### src/rtl/l2_cache_pkg.sv
// Shared L2 cache types: tree-PLRU word, way select, sweep FSM states.
package l2_cache_pkg;

  typedef logic [2:0] plru_t;
  typedef logic [1:0] way_t;

  localparam plru_t PLRU_RESET = 3'b000;

  typedef enum logic {
    IDLE  = 1'b0,
    SWEEP = 1'b1
  } sweep_state_t;

endpackage

### src/rtl/l2_plru_next.sv
// Combinational 4-way tree-PLRU helper.
// It returns the word after an access to way_in, and the victim for plru_in.
module l2_plru_next
  import l2_cache_pkg::*;
(
  input  plru_t plru_in,
  input  way_t  way_in,
  output plru_t plru_next,
  output way_t  victim
);

  // Touch the two tree bits on the path to way_in; pick the victim by walking away from recent use
  always_comb begin
    plru_next = plru_in;
    victim    = 2'd3;
    case (way_in)
      2'd0: begin plru_next[0] = 1'b0; plru_next[1] = 1'b0; end
      2'd1: begin plru_next[0] = 1'b0; plru_next[1] = 1'b1; end
      2'd2: begin plru_next[0] = 1'b1; plru_next[2] = 1'b0; end
      default: begin plru_next[0] = 1'b1; plru_next[2] = 1'b1; end
    endcase
    if (plru_in[0]) begin
      victim = plru_in[1] ? 2'd0 : 2'd1;
    end else begin
      victim = plru_in[2] ? 2'd2 : 2'd3;
    end
  end

endmodule

### src/rtl/l2_lru_array.sv
// Per-set tree-PLRU store for the 4-way L2.
// It applies hit/fill updates, returns a registered victim on lookup, and
// provides a flush sweep that zeroes every set.
// Optional macro L2_LRU_BYPASS_EN: a same-index update forwards into a
// same-cycle lookup, so the lookup sees the post-update word.
module l2_lru_array
  import l2_cache_pkg::*;
#(
  parameter int NUM_SETS = 32,
  parameter int IDX_W    = $clog2(NUM_SETS)
) (
  input  logic             clk,
  input  logic             rst_n,
  input  logic             rd_valid,
  input  logic [IDX_W-1:0] rd_index,
  output logic             rd_ready,
  output logic             resp_valid,
  output logic [1:0]       resp_way,
  output logic [2:0]       resp_lru,
  input  logic             upd_valid,
  input  logic [IDX_W-1:0] upd_index,
  input  logic [1:0]       upd_way,
  input  logic             flush_req,
  output logic             busy,
  output logic             flush_done
);

  sweep_state_t     state_q, state_d;
  logic [IDX_W-1:0] cnt_q, cnt_d;
  plru_t            plru_q [NUM_SETS];
  plru_t            plru_d [NUM_SETS];
  logic             resp_valid_q, resp_valid_d;
  way_t             resp_way_q, resp_way_d;
  plru_t            resp_lru_q, resp_lru_d;
  logic             flush_done_q, flush_done_d;

  logic  upd_en, rd_en;
  plru_t upd_word, rd_word;
  plru_t lkp_next_unused;
  way_t  upd_victim_unused;
  way_t  rd_victim;

  assign busy       = (state_q == SWEEP);
  assign rd_ready   = ~busy;
  assign upd_en     = upd_valid & rd_ready;
  assign rd_en      = rd_valid & rd_ready;
  assign resp_valid = resp_valid_q;
  assign resp_way   = resp_way_q;
  assign resp_lru   = resp_lru_q;
  assign flush_done = flush_done_q;

  l2_plru_next u_upd (
    .plru_in   (plru_q[upd_index]),
    .way_in    (upd_way),
    .plru_next (upd_word),
    .victim    (upd_victim_unused)
  );

  // Word seen by the lookup, optionally forwarded from a same-set update
  always_comb begin
    rd_word = plru_q[rd_index];
`ifdef L2_LRU_BYPASS_EN
    if (upd_en && (upd_index == rd_index)) begin
      rd_word = upd_word;
    end
`endif
  end

  l2_plru_next u_lkp (
    .plru_in   (rd_word),
    .way_in    (upd_way),
    .plru_next (lkp_next_unused),
    .victim    (rd_victim)
  );

  // Next value of every set: the sweep clears one set per cycle, otherwise accepted updates land
  always_comb begin
    for (int i = 0; i < NUM_SETS; i++) begin
      plru_d[i] = plru_q[i];
      if (upd_en && (upd_index == IDX_W'(i))) begin
        plru_d[i] = upd_word;
      end
      if (busy && (cnt_q == IDX_W'(i))) begin
        plru_d[i] = PLRU_RESET;
      end
    end
  end

  // Sweep sequencing plus registered lookup response
  always_comb begin
    state_d = state_q;
    cnt_d   = cnt_q;
    case (state_q)
      IDLE: begin
        if (flush_req) begin
          state_d = SWEEP;
          cnt_d   = '0;
        end
      end
      default: begin
        if (cnt_q == IDX_W'(NUM_SETS - 1)) begin
          state_d = IDLE;
          cnt_d   = '0;
        end else begin
          cnt_d = cnt_q + IDX_W'(1);
        end
      end
    endcase
    // Registered so that it lines up with the final sweep cycle
    flush_done_d = (state_d == SWEEP) && (cnt_d == IDX_W'(NUM_SETS - 1));

    resp_valid_d = rd_en;
    resp_lru_d   = rd_en ? rd_word : resp_lru_q;
    resp_way_d   = rd_en ? rd_victim : resp_way_q;
  end

  // Control and response registers
  always_ff @(posedge clk or negedge rst_n) begin
    if (!rst_n) begin
      state_q      <= IDLE;
      cnt_q        <= '0;
      resp_valid_q <= 1'b0;
      resp_way_q   <= '0;
      resp_lru_q   <= PLRU_RESET;
      flush_done_q <= 1'b0;
    end else begin
      state_q      <= state_d;
      cnt_q        <= cnt_d;
      resp_valid_q <= resp_valid_d;
      resp_way_q   <= resp_way_d;
      resp_lru_q   <= resp_lru_d;
      flush_done_q <= flush_done_d;
    end
  end

  // One flop word per set so reset clears the whole array at once
  for (genvar gi = 0; gi < NUM_SETS; gi++) begin : g_set
    always_ff @(posedge clk or negedge rst_n) begin
      if (!rst_n) begin
        plru_q[gi] <= PLRU_RESET;
      end else begin
        plru_q[gi] <= plru_d[gi];
      end
    end
  end

endmodule

### config.mk
export PLATFORM = sky130hd
export DESIGN_NAME = l2_lru_array
export DESIGN_NICKNAME = d
export VERILOG_FILES = /design/src/rtl/l2_cache_pkg.sv /design/src/rtl/l2_plru_next.sv /design/src/rtl/l2_lru_array.sv
export SDC_FILE = /design/constraint.sdc
export NUM_CORES = 1
export LEC_CHECK = 0
export BUFFER_PORTS_ARGS = -buffer_cell sky130_fd_sc_hd__buf_2
export CAP_MARGIN = 25
export CORE_ASPECT_RATIO = 0.5
export CORE_MARGIN = 2
export CORE_UTILIZATION = 65
export DETAILED_ROUTE_END_ITERATION = 12
export HOLD_SLACK_MARGIN = 0.05
export MAX_ROUTING_LAYER = met4
export PLACE_DENSITY = 0.85
export REMOVE_ABC_BUFFERS = 1
export SYNTH_ARGS = -nofsm -noshare
export SYNTH_HDL_FRONTEND = slang
export SYNTH_SLANG_ARGS = --single-unit
### constraint.sdc
create_clock -name clk -period 3.67 [get_ports clk]
set_input_delay 0.367 -clock clk [delete_from_list [all_inputs] [get_ports clk]]
set_output_delay 0.367 -clock clk [all_outputs]
set_load 0.02 [all_outputs]
Word-level counts from Yosys, hierarchy flattened:

Cells that the tools add are included.

* word-level logic and storage cells: 294
* output and inout bits: 9
* bits of input ports: 17
* flip-flop bits (word level): 109

* bitwise gates (word level): 5
* equality and inequality tests: 65
* magnitude comparators: 2
* multiplexer cells: 82
* reduce and logical (&&, ||, !) cells: 101
* add/subtract/negate cells: 1

Operators with widths (count)
* 2-to-1 mux 3 bit: 68
* equality test 5 bit (second input constant): 33
* equality test 5 x 4 -> 1 bit (second input constant): 16
* logical AND 1 bit: 65
* nonzero test 2 bit: 32
* equality test 5 x 3 -> 1 bit (second input constant): 8
* binary-select mux 3 bit (select 5 bit): 2
* equality test 5 x 2 -> 1 bit (second input constant): 4
* 2-to-1 mux 5 bit: 3
* greater-or-equal comparator 6 bit (second input constant): 2
* NOT 5 -> 6 bit: 2
* equality test 5 x 1 -> 1 bit (second input constant): 2
* zero test 5 bit: 2
* 2-to-1 mux 1 bit: 6
* adder 5 x 1 -> 5 bit (second input constant): 1
* one-hot mux 1 bit (2 select lines): 2
* bitwise AND 1 bit: 2
* equality test 2 x 1 -> 1 bit (second input constant): 1
* equality test 2 bit (second input constant): 1
* zero test 2 bit: 1
* 2-to-1 mux 2 bit: 1
* OR reduction 2 bit: 1
* NOT 1 bit: 1

Logic depth before layout (Yosys ltp):

Gate-level depths: netlist of run 1.

* depth after elaboration: 7
* mapped depth: 10
* gate-level depth less buffers: 7

Hierarchy:

Synthesis of run 1 repeated with hierarchy kept, for this count alone.

* cells, all modules: 683
* area, all modules: 6560.0 µm²

Modules (own cells, without submodules)
* l2_lru_array: area an instance 6480.0 µm², instances 1, cells an instance 673
* l2_plru_next: area an instance 40.0 µm², instances 2, cells an instance 5

Worst setup path before layout of run 1:

No wires, ideal clock.

* kind: input-to-reg
* start: input port upd_index[1]
* end: register plru_q[14] (netlist name)
* path buffers: 4
* arrival: 2.225 ns
* path slack: 1.316 ns
* cell stages on the path: 10
* library setup time: 0.130 ns
* cell sequence: buf_6 > buf_8 > buf_8 > mux4_2 > mux4_2 > mux2i_1 > nand2_1 > o21ai_2 > buf_2 > o21ai_0

* longest elaborated chain between the ends: 7
* elaborated cells on any way between the ends: 10
* those cells by class: eq/ne (1); mux (6); bitwise (1); reduce/logical (2)

Ends and longest elaborated chain
* start: declaration: RTL line l2_lru_array.sv:21 `input logic [IDX_W-1:0] upd_index,`
* NOT 5 -> 6 bit (implied by the code): RTL line l2_lru_array.sv:53 `.plru_in (plru_q[upd_index]),`
* binary-select mux 3 bit (select 5 bit): RTL line l2_lru_array.sv:53
* 2-to-1 mux 3 bit (implied by the code) (2 in a row): RTL line l2_lru_array.sv:53
* one-hot mux 1 bit (2 select lines): RTL line l2_plru_next.sv:16 `case (way_in)`
* 2-to-1 mux 3 bit: RTL line l2_lru_array.sv:80 `if (upd_en && (upd_index == IDX_W'(i))) begin`
* 2-to-1 mux 3 bit: RTL line l2_lru_array.sv:83 `if (busy && (cnt_q == IDX_W'(i))) begin`
* end signal: indexed assignment: RTL line l2_lru_array.sv:142 `plru_q[gi] <= plru_d[gi];`
* end: declaration: RTL line l2_lru_array.sv:30 `plru_t plru_q [NUM_SETS];`

Several ways; a longest one is shown, not always the timed one. The select of a mux whose other input is x is not followed.
A chain may end at the register's enable or synchronous reset.

Worst setup path in the final report of run 1:

* start: input port upd_index[1]
* end: register plru_q[31] (netlist name)

The elaborated chain is that of the path after synthesis.

==> metrics.txt, run 1 <==
outcome finished, final reports clean; std cell rows 24; cell count after synthesis between 600 and 700; Max Freq 359.6 MHz; area of the die 9987 um^2; worst slew pin tran 0.9000 ns; Antenna diodes 0; CTS Sinks 109; Clock Path Buffers 2; Starting Density 0.6766; worst min-delay path class in2async; Clock Latency Late Sink between 0.3 and 0.4 ns; CTS Root Cell clkbuf_16; post-CTS sizing 0; vias per std cell 7.058; setup TNS 0 ns; clock slew at reported path FFs about 0.07 ns; Yosys warnings 0; post-synth top area cell dfrtp_1; Worst R2R Setup Slack between 1 and 1.5 ns; via count 5202; CP Launch Type input pin; setup violators final 0; Worst EP required 3.89 ns; Final min period around 2.8 ns; share of cells above drive strength 1 0.1129; fraction of registers with async set/reset 1.000; crit-path max FO 26; largest net degree at the start of global routing 56; nets around 640; TritonCTS Buffers 9; mapped cell area between 5000 and 6000 um^2; Setup CP Type in2reg; Worst Path Arrival around 3.0 ns; Tot GR Track Use 0.3787; Post-synth top cells nand3_1, dfrtp_1, o21ai_0; EDFF count, synth 0; Worst Hold Slack ~0.060 ns; Final Hold Fails 0; CP endpoint kind flop; initial antenna violation count 0; worst vdd ir 0.4602 mV; CTS Hold Bufs 0; dpl hpwl 12570 um; vias in the first global route 4990; synthesized flop and latch total between 100 and 150; syn_area_per_cell a little under 10 um^2; H-tree depth 3; Worst slew margin 0.3988; DRC viols 0; floorplan die height 71.67 um; drt first pass iters 5; IO Pins 26; RSZ-0062 raised after global routing false; routed wire length roughly 17000 um; sequential area share after synthesis 0.4582; first-pass GRT wire length between 20000 and 30000 um; synth top area cells dfrtp_1, nand3_1, o21ai_0; Setup Skew 0.009693 ns; CORE AREA approximately 8800 um^2; Final Max Tran Viols 0; initial drt markers 756; count of different cell masters after synthesis between 40 and 50; ys flop type dfrtp_1; static leakage 2.854 nW; width of the die 139.3 um; port buffer count 25; P per Cell Area between 500 and 600 nW/um^2; WL/cell 23.56 um; cell count of the worst reg-to-reg path 7; r2r endpoint plru_q[31]; most frequent cell after synthesis nand3_1; CTS tree built; synthesis-to-layout area growth 7.587%; Routed Antenna Nets 0; Yosys top cell area share 0.4582; reg2reg start plru_q[46]; GR Overflow Total 0; Placer Congestion ~1.0; max cap viols 0; Tcrit/Tclk final 0.7578; Setup Fix Bufs, Post-CTS 0
-- through the flow --
stage	worst slack, ns	util	power, W	instance area, um^2	cells
after floorplan	1.518	-	0.002067	5774	571
after global placement	0.5763	0.6925	0.002413	6093	719
after detailed placement	0.5685	0.6943	0.002461	6108	720
after CTS	0.9417	0.7263	0.003389	6390	736
after global routing	0.7850	0.7280	0.003580	6405	737
final	0.8889	0.7280	0.003420	6405	737
-- registers in the layout, summed over array words and instances, names as in the netlist --
signal and flops:
resp_way 2, busy 1, resp_lru 3, flush_done 1, resp_valid 1, cnt_q 5, plru_q 96
-- power by group --
group          leakage (nW)  switching [W]  internal [W]
clock network         0.137       0.000465      0.000469
logic                  1.23       0.000616      0.000312
registers              1.49       0.000174       0.00138
-- placed cells by master (no fill, tap or decap), types with 2 or more instances in the layout --
| cell type | count |
|---|---|
| mux2_2 | 6 |
| o21ai_1 | 2 |
| nor3b_1 | 2 |
| buf_2 | 24 |
| nor2_1 | 9 |
| inv_1 | 8 |
| xor2_1 | 2 |
| and2_1 | 2 |
| clkinv_4 | 2 |
| buf_4 | 7 |
| dfrtp_1 | 109 |
| and3_1 | 15 |
| a2111oi_0 | 3 |
| ha_1 | 7 |
| o21ai_2 | 2 |
| nand4_1 | 2 |
| a22o_1 | 5 |
| mux4_1 | 7 |
| clkbuf_16 | 9 |
| inv_6 | 3 |
| o22ai_1 | 2 |
| nor2b_1 | 15 |
| mux4_2 | 13 |
| nor3_1 | 4 |
| mux2i_1 | 41 |
| buf_8 | 2 |
| nand4b_1 | 2 |
| nand3_1 | 112 |
| nand2b_1 | 3 |
| o21ai_0 | 101 |
| nand2_1 | 69 |
| a221oi_1 | 2 |
| a21oi_1 | 4 |
| a22oi_1 | 10 |
| a31oi_1 | 2 |
| nor4_1 | 2 |
-- worst max path at each step --
stage,startpoint,endpoint,slack [ns],cells past startpoint
finish,upd_index[1],plru_q[31],0.89,8
floorplan,upd_index[1],plru_q[26],1.52,6
CTS,upd_index[1],plru_q[31],0.94,8
global placement,upd_index[1],plru_q[29],0.58,7
detailed placement,upd_index[1],plru_q[31],0.57,8
global route,upd_index[1],plru_q[1],0.78,8
-- kinds of logic after synthesis --
group	after synthesis	share of synthesized area
xor+xnor	2	0.002943
simple gates	239	0.1959
buf+inv	42	0.03510
mux	67	0.1604
flops	109	0.4582
fa+ha+maj	7	0.01471
compound gates	139	0.1328
-- per-layer routing --
layer / vias up / wire [um] / share of wire / GRT usage
li1: 2259 / - / - / -
met1: 2538 / 7303 / 0.42 / 0.5364
met2: 348 / 7412 / 0.43 / 0.5376
met3: 57 / 2215 / 0.13 / 0.1130
met4: 0 / 432 / 0.025 / 0.1066
met5: - / 0 / 0 / -
-- layout make-up --
class / count / area (um^2)
sequential: 109 / 2728
fill: 645 / 2394
clock buffer: 9 / 225.2
timing repair buffer: 33 / 202.7
inverter: 8 / 30.03
clock inverter: 7 / 56.30
tap: 117 / 146.4
multi-input combinational: 454 / 3017
-- worst max-delay path, cell delays in order --
cell,delay (ns)
buf_2,0.51
mux4_1,0.68
mux4_2,0.50
mux2i_1,0.14
nand2_1,0.08
o21ai_2,0.16
buf_4,0.37
o21ai_0,0.16
(Power assumes the default switching activity.)
==> run 2, diff against run 1 <==
- ABC_AREA: default -> 1
- CORE_UTILIZATION: 65 -> 56
- PLACE_DENSITY: 0.85 -> 0.78
- clock period: 3.67 -> 2.45 ns (I/O delays scaled with it)
==> run 2 against run 1 <==
Compared with the run above: non-clock buffer count rose by 10; sequential power rose by 39%; combinational power rose by 57%; first-iteration DRC count rose by 20%; worst setup slack got worse by 0.42 ns; critical endpoint is now plru_q[78]; global-route usage fell by 0.61 points; total power rose by 48%; area after synthesis rose by 10%; highest routed layer unchanged; design area rose by 11%; clock power rose by 52%.
==> metrics.txt, run 2 <==
outcome finished, final reports clean; post-synth top area cell dfrtp_1; Post-Synth Simple-Gate Area 0.4104; nets around 1100; Worst EP required approximately 2.7 ns; largest net degree at the start of global routing 52; Clock Path Buffers 2; Final Hold Fails 0; post-synthesis adder-cell area fraction 0.01334; mapped cell area 6564 um^2; std cell rows 27; syn_area_per_cell 6.480 um^2; Worst Path Arrival approximately 2.2 ns; H-tree depth 3; area of the die 12660 um^2; synthesis-to-layout area growth 8.654%; RSZ-0062 raised after global routing false; commonest non-fill, non-tap cell in the layout nand2_1; CP max-delay cell nor2_1; reg2reg start busy; DRC viols 0; CTS Root Cell clkbuf_16; TritonCTS Buffers 9; width of the die approximately 160 um; fraction of registers with async set/reset 1.000; post-synthesis xor/xnor area fraction 0.001334; Clock Latency Late Sink ~0.35 ns; initial antenna violation count 2; setup violators final 0; worst min-delay path class in2reg; Hold Path End busy; Placer Congestion 1.025; CTS Sinks 109; largest family of logic cells by synthesized area simple AND/OR/NAND/NOR gates; Most flops, register plru_q; post-CTS sizing 0; Post-synth top cells nand2_1, dfrtp_1, nor2_1; Final min period slightly below 2 ns; synthesized flop and latch total about 110; Max Freq between 500 and 600 MHz; Final Max Tran Viols 0; count of different cell masters after synthesis 26; CORE AREA 11220 um^2; Compound-Gate Fraction of Synth Area 0.06939; pre-CTS setup slack 0.3584 ns; Setup CP Type reg2reg; utilization after layout 0.6359; r2r endpoint plru_q[78]; GR Overflow Total 0; Worst path max stage delay ~0.45 ns; CP top delay family simple AND/OR/NAND/NOR gates; dpl hpwl around 16000 um; max cap viols 0; commonest non-fill, non-tap cells in the layout nand2_1, dfrtp_1, nor2_1; synth top area cells dfrtp_1, nand2_1, nand3_1; floorplan die height 80.56 um; share of cells above drive strength 1 0.06757; Yosys top cell area share 0.4156; CP Cell Sequence inv_2, nand2_1, nor2_1, inv_2, nor2_1, a21oi_1, a22o_1; via count about 6700; crit-path max FO 16; Setup WS post-layout 0.4685 ns; Worst R2R Setup Slack between 0.4 and 0.5 ns; IO Pins 26; Yosys warnings 0; Starting Density 0.5852; Worst Hold Depth 3; Worst slew margin 0.5849; CTS tree built; drt first pass iters 5; port buffer count 25; vias per std cell approximately 5.6; routed wire length approximately 22000 um; Tcrit/Tclk final 0.8088; vias in the first global route a little over 6000; setup TNS 0 ns; cell count after synthesis 1013; Setup Skew around 0.0079 ns; number of flip-flops in the largest register 96; worst slew pin tran between 0.6 and 0.7 ns; CP endpoint kind flop; Tot GR Track Use 0.3726; first-pass GRT wire length approximately 34000 um; Fillers roughly 1100; Routed Antenna Nets 0; ys flop type dfrtp_1; EDFF count, synth 0; clock slew at reported path FFs ~0.070 ns; Buf/Inv on CP 2; CP Launch Type flop; Final Total Pwr about 0.0050 W; most frequent cell after synthesis nand2_1; P per Cell Area about 710 nW/um^2; sequential area share after synthesis 0.4156; cell count of the worst reg-to-reg path 7; static leakage 3.789 nW; initial drt markers a little over 900; multiplexer share of the synthesized area 0; worst vdd ir 0.7497 mV; hold path startpoint flush_req; WL/cell 18.16 um
run 2: cell types whose count changed in the layout (fill, tap and decap cells not counted), sizes merged, moves of 6 or more:
cell	before	now
and3	15	0
mux4	20	0
a22oi	10	0
a22o	5	16
nor2b	15	0
nand3	112	77
mux2	6	0
buf	33	42
nand2	69	505
nor2	9	102
a21oi	4	18
inv	11	99
mux2i	41	0
o21ai	105	35
run 2: cells by family after synthesis:
family,count (synthesis)
simple gates,687
buf+inv,133
flops,109
compound gates,76
fa+ha+maj,7
xor+xnor,1
run 2: per-stage QoR:
step | area (um^2) | hold WS, ns | cells
after global placement | 6832 | 0.2164 | 1178
after CTS | 7127 | 0.1336 | 1195
after floorplan | 6340 | -0.05059 | 977
after detailed placement | 6832 | 0.2244 | 1178
after global routing | 7132 | 0.1509 | 1197
final | 7132 | 0.1433 | 1197
run 2: per-layer routing:
metal	wire length (um)	vias to the layer above	global-route usage
li1	-	3151	-
met1	9872	3041	0.5331
met2	8274	441	0.4934
met3	3296	33	0.1436
met4	291	0	0.08273
met5	0	-	-
run 2: worst register-to-register path, delay by kind of cell (launching register included):
| family | cells | cell delay [ns] |
|---|---|---|
| AO/OA/AOI/OAI | 2 | 0.39 |
| flip-flops | 1 | 0.43 |
| AND/OR/NAND/NOR | 3 | 0.69 |
| buffers and inverters | 2 | 0.37 |
run 2: power breakdown:
| group | leakage, nW | switching [W] | internal [W] | total, W |
|---|---|---|---|---|
| clock | 0.137 | 0.000692 | 0.000730 | 0.00142 |
| combinational | 2.15 | 0.00105 | 0.000406 | 0.00146 |
| sequential | 1.50 | 0.000172 | 0.00199 | 0.00217 |
| total | 3.79 | 0.00192 | 0.00313 | 0.00505 |
run 2: how the worst max path moves through the flow:
stage	cells after the start	to	slack (ns)	start
final	7	plru_q[78]	0.47	busy
after global routing	7	plru_q[78]	0.36	busy
after CTS	7	plru_q[78]	0.53	busy
after detailed placement	14	plru_q[79]	0.36	upd_index[0]
after global placement	14	plru_q[79]	0.38	upd_index[0]
after floorplan	4	plru_q[72]	0.76	busy
run 2: cell type report:
cell class | count | area, um^2 | area share
Inverter | 97 | 366.6 | 0.05140
Tap cell | 159 | 198.9 | 0.02789
Multi-Input combinational cell | 771 | 3246 | 0.4551
Clock buffer | 11 | 242.7 | 0.03404
Antenna cell | 2 | 5.005 | 0.0007018
Timing Repair Buffer | 43 | 302.8 | 0.04246
Sequential cell | 109 | 2728 | 0.3825
Clock inverter | 5 | 42.54 | 0.005965
run 2: repair_timing:
action,in CTS,in global routing
endpoints found under the setup margin,0,0
buffers inserted,0,0
hold endpoints to repair,30,0
hold buffers,1,0
==> run 3, diff against run 2 <==
- clock period: 2.45 -> 1.7 ns (I/O delays scaled with it)
==> run 3 against run 2 <==
Compared with the run above: critical endpoint is now plru_q[74]; highest routed layer unchanged; non-clock buffer count up 72; sequential cell count unchanged; critical path depth up 6; die area unchanged; design area up 14%; via count up 7.5%; final cell count up 5.8%; core utilization up 8.6 points; wire length up 7.5%; largest cell class unchanged; combinational power up 68%; first-iteration DRC count up 31%; count of clock-buffer cells in the layout unchanged.
==> metrics.txt, run 3 (synthesis gave the netlist of run 2 again) <==
vias per std cell around 5.7; share of cells above drive strength 1 0.1958; H-tree depth 3; P per Cell Area slightly below 1000 nW/um^2; port buffer count 25; Worst Hold Slack between 0.08 and 0.09 ns; worst vdd ir 1.055 mV; placed cell areas around 7400 um^2; Worst R2R Setup Slack just under 0.02 ns; Setup CP Type reg2reg; initial drt markers 1186; CP max-delay cell dfrtp_1; width of the die 157.1 um; RSZ-0062 raised after global routing true; Routed Antenna Nets 0; static leakage 4.416 nW; Final Max Tran Viols 0; CP endpoint kind flop; worst min-delay path class in2reg; CTS Sinks approximately 110; commonest non-fill, non-tap cells in the layout nand2_1, dfrtp_1, nor2_1; r2r endpoint plru_q[74]; outcome finished, final reports clean; floorplan die height between 80 and 90 um; Buf/Inv on CP 1; Clock Path Buffers 2; Clock Latency Late Sink ~0.35 ns; hold path startpoint flush_req; CTS tree built; Final min period between 1.5 and 2 ns; reg2reg start plru_q[32]; GR Overflow Total 0; CP top delay family simple AND/OR/NAND/NOR gates; IO Pins 26; dpl hpwl about 17000 um; worst slew pin tran ~0.35 ns; first-pass GRT wire length roughly 35000 um; post-route cell area 8102 um^2; Setup Skew a little over 0.007 ns; CP Cell Sequence nand2_1, nand2_1, nand2_2, nand2_1, nand2_1, nand2_1, nor2_2, nand2_1, nand3_2, nand2_4, clkbuf_16, nand2_2, nand2_1; vias in the first global route ~6300; Hold Path End busy; routed wire length 23360 um; commonest non-fill, non-tap cell in the layout nand2_1; nets between 1000 and 1500; Antenna diodes 0; via count 7165; DRC viols 0; setup violators final 0; Placer Congestion ~1.0; drt first pass iters 6; max cap viols 0; setup TNS 0 ns; cell count of the worst reg-to-reg path 13; std cell rows 27; number of flip-flops in the largest register 96; synthesis-to-layout area growth 23.43%; TritonCTS Buffers 9; Worst Path Arrival approximately 1.9 ns; pre-CTS setup slack -0.1215 ns; crit-path max FO 8; CORE AREA between 10000 and 15000 um^2; Max Freq roughly 600 MHz; Final Hold Fails 0; Worst path max stage delay 0.44 ns; critical path's most frequent cell nand2_1; CP Launch Type flop; Worst EP required 1.95 ns; Worst Hold Depth 3; initial antenna violation count 0; Tot GR Track Use 0.3878; Most flops, register plru_q; Setup WS post-layout just under 0.02 ns; Starting Density 0.5852; Worst slew margin 0.7670; Tcrit/Tclk final 0.9885; clock slew at reported path FFs roughly 0.080 ns; WL/cell approximately 18 um; CTS Root Cell clkbuf_16; area of the die roughly 13000 um^2; largest net degree at the start of global routing 52; Fillers between 900 and 1000; CP Depth 13
run 3: cell types whose count changed in the layout (fill, tap and decap cells not counted), moves of 8 or more:
cell,previous run,this run
nor2_1,101,93
buf_4,15,78
nand2_2,4,44
nand2_4,0,17
nand2_1,501,444
run 3: timing repair:
item / CTS / global route
cloned: 0 / 2
pin swaps: 0 / 23
gates resized for setup: 3 / 93
hold buffers: 1 / 0
endpoints found under the setup margin: 1 / 41
hold endpoints to repair: 29 / 0
setup buffers: 0 / 5
run 3: layout make-up:
cell class              instances  area, um^2  area share
clock buffers                  11       252.7     0.03120
multi-input cells             771        3525      0.4351
flip-flops and latches        109        2728      0.3367
repair buffers                115       965.9      0.1192
clock inverters                 5       65.06    0.008031
well taps                     159       198.9     0.02456
inverters                      97       366.6     0.04525
run 3: worst max-delay path by stage:
stage          slack [ns]         end         start
2_1_floorplan        0.01  plru_q[72]          busy
3_3_place_gp        -0.12  plru_q[20]  upd_index[0]
3_5_place_dp        -0.12  plru_q[23]  upd_index[0]
4_1_cts              0.01  flush_done      cnt_q[0]
5_1_grt             -0.08  plru_q[74]    plru_q[65]
6_report             0.02  plru_q[74]    plru_q[32]
run 3: tightest hold or removal path, delay by kind of cell:
kind,cells,cell delay (ns)
buffers and inverters,1,0.08
AND/OR/NAND/NOR,2,0.15
run 3: metal layers:
layer,up-vias,GRT usage,share of wire
met4,0,0.08727,0.021
met2,522,0.5070,0.39
met5,-,-,0
li1,3303,-,-
met3,50,0.1128,0.16
met1,3290,0.5822,0.43
run 3: stage by stage:
step	utilization	power (W)	cells
floorplan	-	0.004332	977
global placement	0.6604	0.005285	1243
detailed placement	0.6604	0.005331	1243
CTS	0.6902	0.007559	1260
global route	0.7223	0.008178	1267
finish	0.7223	0.007819	1267
run 3: power breakdown:
part           internal [W]  leakage (nW)  switching [W]
clock               0.00124         0.157       0.000999
sequential          0.00287          1.50       0.000238
combinational      0.000796          2.76        0.00167
